==> src/rtl/tile_renderer_if.sv <==
// Bus bundle for tile_renderer: VGA timing in, tile-map and sprite SRAM ports,
// game-logic write handshake and the pixel stream out.
interface tile_renderer_if #(
  parameter int MAP_AW = 13,
  parameter int SPR_AW = 9,
  parameter int TILE_W = 3
);
  logic [9:0]        hcount_i;
  logic [9:0]        vcount_i;
  logic              active_i;
  logic              hsync_i;
  logic              vsync_i;
  logic [MAP_AW-1:0] map_addr_o;
  logic              map_write_o;
  logic [TILE_W-1:0] map_data_o;
  logic [TILE_W-1:0] map_data_i;
  logic [SPR_AW-1:0] spr_addr_o;
  logic              spr_data_i;
  logic              wr_req_i;
  logic [MAP_AW-1:0] wr_addr_i;
  logic [TILE_W-1:0] wr_data_i;
  logic              wr_ack_o;
  logic              pixel_o;
  logic [TILE_W-1:0] tile_o;
  logic              hsync_o;
  logic              vsync_o;
  logic              active_o;

  modport master (
    input  hcount_i, vcount_i, active_i, hsync_i, vsync_i,
    input  map_data_i, spr_data_i, wr_req_i, wr_addr_i, wr_data_i,
    output map_addr_o, map_write_o, map_data_o, spr_addr_o, wr_ack_o,
    output pixel_o, tile_o, hsync_o, vsync_o, active_o
  );

  modport slave (
    output hcount_i, vcount_i, active_i, hsync_i, vsync_i,
    output map_data_i, spr_data_i, wr_req_i, wr_addr_i, wr_data_i,
    input  map_addr_o, map_write_o, map_data_o, spr_addr_o, wr_ack_o,
    input  pixel_o, tile_o, hsync_o, vsync_o, active_o
  );
endinterface

==> src/rtl/tile_renderer.sv <==
// Five-stage pixel pipeline: coordinate -> tile id (map SRAM) -> sprite bit (sprite SRAM).
// Owns the tile-map port and slips game-logic writes into blank input cycles.
module tile_renderer #(
  parameter int MAP_AW = 13,
  parameter int SPR_AW = 9,
  parameter int TILE_W = 3,
  parameter int N_SPR  = 6
) (
  input logic            clk,
  input logic            rst,
  tile_renderer_if.master bus
);

  typedef struct packed {
    logic [2:0] row;
    logic [2:0] col;
    logic       act;
    logic       hs;
    logic       vs;
  } crd_t;

  typedef struct packed {
    logic [TILE_W-1:0] id;
    logic              vis;
    logic              act;
    logic              hs;
    logic              vs;
  } tag_t;

  typedef struct packed {
    logic              pixel;
    logic [TILE_W-1:0] tile;
    logic              hs;
    logic              vs;
    logic              act;
  } out_t;

  // Row*80 built from shifts; wraps at MAP_AW for out-of-frame blank coordinates.
  function automatic logic [MAP_AW-1:0] tile_index(input logic [9:0] h, input logic [9:0] v);
    logic [MAP_AW-1:0] r;
    r = MAP_AW'(v[9:3]);
    return (r << 6) + (r << 4) + MAP_AW'(h[9:3]);
  endfunction

  crd_t              s1_q, s1_d, s2_q, s2_d;
  tag_t              s3_q, s3_d, s4_q, s4_d;
  out_t              out_q, out_d;
  logic [MAP_AW-1:0] map_addr_q, map_addr_d;
  logic              map_write_q, map_write_d;
  logic [TILE_W-1:0] map_data_q, map_data_d;
  logic [SPR_AW-1:0] spr_addr_q, spr_addr_d;
  logic              wr_ack_q, wr_ack_d;
  logic              wr_slot_s;
  logic              id_ok_s;

  // Next-state for every pipeline stage and the map-port arbitration.
  always_comb begin
    wr_slot_s = !bus.active_i && bus.wr_req_i;
    id_ok_s   = bus.map_data_i < TILE_W'(N_SPR);

    s1_d = '{row: bus.vcount_i[2:0], col: bus.hcount_i[2:0],
             act: bus.active_i, hs: bus.hsync_i, vs: bus.vsync_i};
    s2_d = s1_q;

    if (wr_slot_s) begin
      map_addr_d  = bus.wr_addr_i;
      map_write_d = 1'b1;
      map_data_d  = bus.wr_data_i;
    end else begin
      map_addr_d  = tile_index(bus.hcount_i, bus.vcount_i);
      map_write_d = 1'b0;
      map_data_d  = {TILE_W{1'b0}};
    end
    wr_ack_d = wr_slot_s;

    // A write slot always carries act=0, so it is masked like any blank pixel.
    s3_d = '{id: bus.map_data_i, vis: s2_q.act && id_ok_s,
             act: s2_q.act, hs: s2_q.hs, vs: s2_q.vs};
    if (s3_d.vis) begin
      spr_addr_d = SPR_AW'({bus.map_data_i, s2_q.row, s2_q.col});
    end else begin
      spr_addr_d = {SPR_AW{1'b0}};
    end
    s4_d = s3_q;

    out_d.pixel = s4_q.vis && bus.spr_data_i;
    if (s4_q.vis) begin
      out_d.tile = s4_q.id;
    end else begin
      out_d.tile = {TILE_W{1'b0}};
    end
    out_d.hs  = s4_q.hs;
    out_d.vs  = s4_q.vs;
    out_d.act = s4_q.act;
  end

  // Pipeline and output registers.
  always_ff @(posedge clk or posedge rst) begin
    if (rst) begin
      s1_q        <= '0;
      s2_q        <= '0;
      s3_q        <= '0;
      s4_q        <= '0;
      out_q       <= '0;
      map_addr_q  <= {MAP_AW{1'b0}};
      map_write_q <= 1'b0;
      map_data_q  <= {TILE_W{1'b0}};
      spr_addr_q  <= {SPR_AW{1'b0}};
      wr_ack_q    <= 1'b0;
    end else begin
      s1_q        <= s1_d;
      s2_q        <= s2_d;
      s3_q        <= s3_d;
      s4_q        <= s4_d;
      out_q       <= out_d;
      map_addr_q  <= map_addr_d;
      map_write_q <= map_write_d;
      map_data_q  <= map_data_d;
      spr_addr_q  <= spr_addr_d;
      wr_ack_q    <= wr_ack_d;
    end
  end

  assign bus.map_addr_o  = map_addr_q;
  assign bus.map_write_o = map_write_q;
  assign bus.map_data_o  = map_data_q;
  assign bus.spr_addr_o  = spr_addr_q;
  assign bus.wr_ack_o    = wr_ack_q;
  assign bus.pixel_o     = out_q.pixel;
  assign bus.tile_o      = out_q.tile;
  assign bus.hsync_o     = out_q.hs;
  assign bus.vsync_o     = out_q.vs;
  assign bus.active_o    = out_q.act;

endmodule
==> src/flat_wrapper.sv <==
// flat-port wrapper written by rule: the top's interface ports become plain ports
module tile_renderer_flat 
#(
  parameter int MAP_AW = 13,
  parameter int SPR_AW = 9,
  parameter int TILE_W = 3,
  parameter int N_SPR  = 6
)
  (clk, rst, bus_hcount_i, bus_vcount_i, bus_active_i, bus_hsync_i, bus_vsync_i, bus_map_data_i, bus_spr_data_i, bus_wr_req_i, bus_wr_addr_i, bus_wr_data_i, bus_map_addr_o, bus_map_write_o, bus_map_data_o, bus_spr_addr_o, bus_wr_ack_o, bus_pixel_o, bus_tile_o, bus_hsync_o, bus_vsync_o, bus_active_o);
  tile_renderer_if #(.MAP_AW(MAP_AW), .SPR_AW(SPR_AW), .TILE_W(TILE_W)) bus_i ();
  input logic clk;
  input logic rst;
  input wire logic [$bits(bus_i.hcount_i)-1:0] bus_hcount_i;
  input wire logic [$bits(bus_i.vcount_i)-1:0] bus_vcount_i;
  input wire logic [$bits(bus_i.active_i)-1:0] bus_active_i;
  input wire logic [$bits(bus_i.hsync_i)-1:0] bus_hsync_i;
  input wire logic [$bits(bus_i.vsync_i)-1:0] bus_vsync_i;
  input wire logic [$bits(bus_i.map_data_i)-1:0] bus_map_data_i;
  input wire logic [$bits(bus_i.spr_data_i)-1:0] bus_spr_data_i;
  input wire logic [$bits(bus_i.wr_req_i)-1:0] bus_wr_req_i;
  input wire logic [$bits(bus_i.wr_addr_i)-1:0] bus_wr_addr_i;
  input wire logic [$bits(bus_i.wr_data_i)-1:0] bus_wr_data_i;
  output wire logic [$bits(bus_i.map_addr_o)-1:0] bus_map_addr_o;
  output wire logic [$bits(bus_i.map_write_o)-1:0] bus_map_write_o;
  output wire logic [$bits(bus_i.map_data_o)-1:0] bus_map_data_o;
  output wire logic [$bits(bus_i.spr_addr_o)-1:0] bus_spr_addr_o;
  output wire logic [$bits(bus_i.wr_ack_o)-1:0] bus_wr_ack_o;
  output wire logic [$bits(bus_i.pixel_o)-1:0] bus_pixel_o;
  output wire logic [$bits(bus_i.tile_o)-1:0] bus_tile_o;
  output wire logic [$bits(bus_i.hsync_o)-1:0] bus_hsync_o;
  output wire logic [$bits(bus_i.vsync_o)-1:0] bus_vsync_o;
  output wire logic [$bits(bus_i.active_o)-1:0] bus_active_o;
  assign bus_i.hcount_i = bus_hcount_i;
  assign bus_i.vcount_i = bus_vcount_i;
  assign bus_i.active_i = bus_active_i;
  assign bus_i.hsync_i = bus_hsync_i;
  assign bus_i.vsync_i = bus_vsync_i;
  assign bus_i.map_data_i = bus_map_data_i;
  assign bus_i.spr_data_i = bus_spr_data_i;
  assign bus_i.wr_req_i = bus_wr_req_i;
  assign bus_i.wr_addr_i = bus_wr_addr_i;
  assign bus_i.wr_data_i = bus_wr_data_i;
  assign bus_map_addr_o = bus_i.map_addr_o;
  assign bus_map_write_o = bus_i.map_write_o;
  assign bus_map_data_o = bus_i.map_data_o;
  assign bus_spr_addr_o = bus_i.spr_addr_o;
  assign bus_wr_ack_o = bus_i.wr_ack_o;
  assign bus_pixel_o = bus_i.pixel_o;
  assign bus_tile_o = bus_i.tile_o;
  assign bus_hsync_o = bus_i.hsync_o;
  assign bus_vsync_o = bus_i.vsync_o;
  assign bus_active_o = bus_i.active_o;
  tile_renderer #(.MAP_AW(MAP_AW), .SPR_AW(SPR_AW), .TILE_W(TILE_W), .N_SPR(N_SPR)) u_core (.clk(clk), .rst(rst), .bus(bus_i));
endmodule
==> config.mk <==
export PLATFORM = sky130hd
export DESIGN_NAME = tile_renderer_flat
export DESIGN_NICKNAME = d
export VERILOG_FILES = /design/src/rtl/tile_renderer_if.sv /design/src/rtl/tile_renderer.sv /design/src/flat_wrapper.sv
export SDC_FILE = /design/constraint.sdc
export NUM_CORES = 1
export LEC_CHECK = 0
export CAP_MARGIN = 25
export CORE_MARGIN = 1.5
export CORE_UTILIZATION = 44
export CTS_CLUSTER_SIZE = 24
export DETAILED_ROUTE_END_ITERATION = 12
export GPL_TIMING_DRIVEN = 0
export PLACE_DENSITY = 0.79
export SLEW_MARGIN = 15
export SYNTH_ARGS = -nofsm -noshare
export SYNTH_HDL_FRONTEND = slang
export SYNTH_SLANG_ARGS = --single-unit
==> constraint.sdc <==
create_clock -name clk -period 2.7 [get_ports clk]
set_input_delay 0.54 -clock clk [delete_from_list [all_inputs] [get_ports clk]]
set_output_delay 0.54 -clock clk [all_outputs]
set_load 0.02 [all_outputs]
* Yosys cells after proc, flatten, opt, wreduce, memory -nomap -nowiden
Cells that the tools add are included.
** Storage, ports and cells
- Bits in registers :: 66
- Input bits :: 46
- Logic and storage cells :: 42
** Operators by class
- $add $sub $neg :: 2
- Magnitude comparators :: 1
- Mux-type cells :: 5
- Reductions and logical operators :: 4
** Operators by type and width (number)
- $add 13x11->13 :: 1
- $add 13x7->13 :: 1
- $mux 13 :: 1
- $mux 9 :: 1
- $mux 3 :: 2
- $logic_and 1x1->1 :: 3
- $lt 3x3->1 const B :: 1
- $logic_not 1->1 :: 1
- $mux 1 :: 1

* Longest topological paths before layout
- Depth after elaboration :: 3
- Mapped depth :: 8
- Gate-level depth less buffers :: 8

* Worst setup path before layout
Ideal clock, no wire load.
- Path kind :: in2reg
- Start :: input bus_vcount_i[3]
- End :: register u_core.map_addr_q[9], in the netlist u_core.bus.map_addr_o[9]
- Arrival time :: 2.067 ns
- Data required time :: 2.614 ns
- Path slack :: 0.547 ns
- Stages on the path :: 7
- Buffers on the path :: 0
- Cell sequence :: inv_1 -> fa_1 -> fa_1 -> nor2b_1 -> o21ai_0 -> nor4b_1 -> nor3_1
** On the way
- Word-level cells in the longest chain between the ends :: 3
** Ends and longest elaborated chain
- from (decl) :: line flat_wrapper.sv:14 : input wire logic [$bits(bus_i.vcount_i)-1:0] bus_vcount_i;
- $add 13x11->13 :: line tile_renderer.sv:42 : return (r << 6) + (r << 4) + MAP_AW'(h[9:3]);
- $add 13x7->13 :: line tile_renderer.sv:42
- $mux 13 :: line tile_renderer.sv:65 : if (wr_slot_s) begin
- named net u_core.map_addr_d[9] :: line tile_renderer.sv:48 : logic [MAP_AW-1:0] map_addr_q, map_addr_d;
- to (signal assigned) :: line tile_renderer.sv:105 : map_addr_q <= {MAP_AW{1'b0}};
- to (signal assigned) :: line tile_renderer.sv:116 : map_addr_q <= map_addr_d;
- to (decl) :: line tile_renderer.sv:48
The timed path passes the listed nets, and every way through them passes these cells.

* Final worst setup path
Ends and elaborated chain as after synthesis.

==> key figures <==
Timing
  • Final WS setup: 0.195 ns
  • Crit share post-route: 92.8%
  • Final slew viol count: 0
  • Max Freq: 399 MHz
  • Worst hold margin: 0.346 ns
  • Unrepaired setup endpoints after global routing: no
  • Setup Skew: 0.00577 ns
  • Final setup fails: 0
  • Crit path time final: 2.51 ns
  • Setup TNS: 0 ns
  • Relative slew margins: 50.2%
  • Final hold violations: 0
  • Worst-Margin Slew: 0.747 ns

Worst setup path
  • Critical path peak fanout: 2
  • Worst EP required: 2.93 ns
  • Crit path max-delay family: adder cells
  • Crit Path Class: primary input to register
  • Setup slack, reg-to-reg: 1.56 ns
  • Startpoint Class: primary input
  • CP Capture Type: register
  • Most common cell type on the critical path: fa_1
  • Crit-path cells: clkdlybuf4s50_1 -> inv_1 -> fa_1 -> fa_1 -> nor2b_1 -> o21ai_0 -> nor4b_1 -> nor3_1
  • Crit path DAT: 2.73 ns
  • Worst path slowest cell: fa_1
  • Buf/Inv on CP: 2
  • CP max stage delay: 0.52 ns

Yosys
  • Post-synth top area share: 69.6%
  • Synth Area per Inst: 13.4 sq um
  • Synth area leaders: dfrtp_1, ha_1, and2_1
  • Ys Warns: 0
  • Flops & latches, synth: 65
  • Count of cell types in the netlist: 29
  • Yosys top cell by area: dfrtp_1
  • Mapped cell area: 2340 sq um
  • Cell count after synthesis: 175
  • Post-synthesis sequential area ratio: 69.6%
  • Syn Nets: 236

Die
  • Placeable Area: 5110 sq um
  • Num ports: 80
  • Die Y: 75.9 um
  • Starting Density: 45.8%
  • Full die area: 5760 sq um
  • Site Rows: 26
  • Die span in x: 75.9 um

CTS
  • Post-CTS Resized: 0
  • CTS max path bufs: 2
  • H-tree depth: 3
  • Setup repair bufs after CTS: 0
  • # hold bufs at CTS: 0
  • Clock buffer count from CTS: 9
  • Sink Count: 65
  • Worst-Skew Late Latency: 0.32 ns
  • Clk slew on worst S/H paths: 0.06 ns
  • CTS tree: yes
  • Root buf cell: clkbuf_8

Pwr
  • NetSw: 0.000515 W
  • Total power draw: 0.00218 W
  • Clock network power share: 33.3%
  • Pwr per Cell Area: 641 nW/um^2
  • Internal: 0.00166 W
  • LEAKAGE: 1.57 nW
  • Peak supply drop: 0.000419 V
  • Combinational fraction of design power: 17.8%
  • Sequential share of power: 48.8%
  • Sw frac: 23.7%

Layout
  • Ant diodes: 0
  • Synth-to-layout area growth: 45.2%
  • Ratio of cells with drive above 1 in the final layout: 8.18%
  • # nets final: 326
  • Cell Count, Final, Fillers Out: 339

Outcome
  • Status: completed

Global routing
  • First-pass GRT wire length: 6290 um
  • Total GRT Usage: 15.6%
  • Initial antenna violation count: 0
  • Global route overflow: 0
  • Largest net degree at the start of global routing: 66
  • Vias in the first global route: 1,470

Place
  • Gp weighted congestion: 0.890
  • Buffers on Ports: 79
  • Dpl hpwl: 3090 um
  • DP Worst Slack: -0.129 ns
  • Cells after DPL: 324

Drt
  • Drt first pass iters: 4
  • Detailed Route WL: 4090 um
  • Via/cell ratio: 4.47
  • Total number of vias: 1,514
  • DRT antenna net count: 0
  • Avg WL per Cell: 12.1 um
  • # DRC: 0
  • DR iter-0 viols: 70

Min path
  • Hold WC Path Type: register to register

Flow run
  • Max capacitance violation total: 0
synthesized netlist by cell type, drive strengths merged:
cell,number
xnor2,2
nor4b,1
nor2,11
a21o,1
a211oi,1
and2,16
ha,13
xor2,2
fa,2
mux2i,2
o21ai,2
nor2b,1
nand2,23
a21boi,1
dfrtp,65
nor3,1
o21a,1
inv,10
and3,1
buf,5
o2bb2ai,1
nand3,1
nand2b,1
a21oi,10
o211a,1
path summary, 6_finish.rpt:
path	startpoint	end	cells past startpoint
worst min-delay path	u_core.s1_q[1]	u_core.s2_q[1]	0
worst min register to register	u_core.s1_q[1]	u_core.s2_q[1]	0
min in group asynchronous	rst	u_core.bus.tile_o[1]	2
worst max register to register	u_core.s2_q[2]	u_core.bus.spr_addr_o[5]	2
worst max-delay path	bus_vcount_i[3]	u_core.bus.map_addr_o[9]	8
max in group asynchronous	rst	u_core.bus.tile_o[0]	2
layer usage:
layer	GRT usage [%]	wire, um	up-vias
li1	-	-	739
met1	18.1	1640	721
met2	26.3	2200	49
met3	3.57	195	5
met4	9.52	53	0
met5	0	0	-
stage by stage:
stage | utilization, % | instance area, sq um
3_5_place_dp | 63.0 | 3220
3_3_place_gp | 63.0 | 3220
5_1_grt | 66.5 | 3390
2_1_floorplan | - | 2340
4_1_cts | 66.5 | 3390
6_report | 66.5 | 3390
cell usage in the layout (no fill, tap or decap), drive strengths merged:
cell type	count
mux2i	2
buf	5
nand2b	1
a21oi	10
o21a	1
and3	1
ha	13
bufinv	1
inv	10
nor4b	1
clkinv	3
xor2	2
nor2b	1
nor2	11
o211a	1
nand3	1
and2	16
nor3	1
a211oi	1
nand2	23
clkdlybuf4s50	79
xnor2	2
o21ai	2
dfrtp	65
a21boi	1
fa	2
clkbuf	11
a21o	1
o2bb2ai	1
state kept, by name, indices dropped and copies added (netlist names), 4 cells and up:
register	flops
u_core.s1_q	9
u_core.s3_q	7
u_core.bus.spr_addr_o	9
u_core.s4_q	4
u_core.s2_q	9
u_core.bus.map_addr_o	13
final cells by class:
class / count / area, sq um
well taps: 70 / 87.6
inverters: 10 / 40.0
flip-flops and latches: 65 / 1630
fillers: 421 / 1710
plain buffers: 5 / 32.5
clock inverters: 4 / 45.0
repair buffers: 79 / 791
multi-input cells: 95 / 641
clock buffers: 11 / 131
power groups by stage:
stage               logic, W  registers, W  clock network (W)
floorplan           0.000135       0.00114                  0
global placement    0.000381       0.00108                  0
detailed placement  0.000391       0.00108                  0
CTS                 0.000392       0.00106           0.000751
global route        0.000422       0.00107           0.000795
finish              0.000388       0.00106           0.000725
kinds of logic after synthesis:
family | count (synthesis) | synth area share (%)
multiplexers | 2 | 0.857
buffers and inverters | 15 | 3.00
adder cells (fa/ha/maj) | 15 | 8.67
flip-flops | 65 | 69.6
AND/OR/NAND/NOR | 56 | 11.3
AO/OA/AOI/OAI | 18 | 5.03
XOR/XNOR | 4 | 1.50
(Power assumes the default switching activity.)
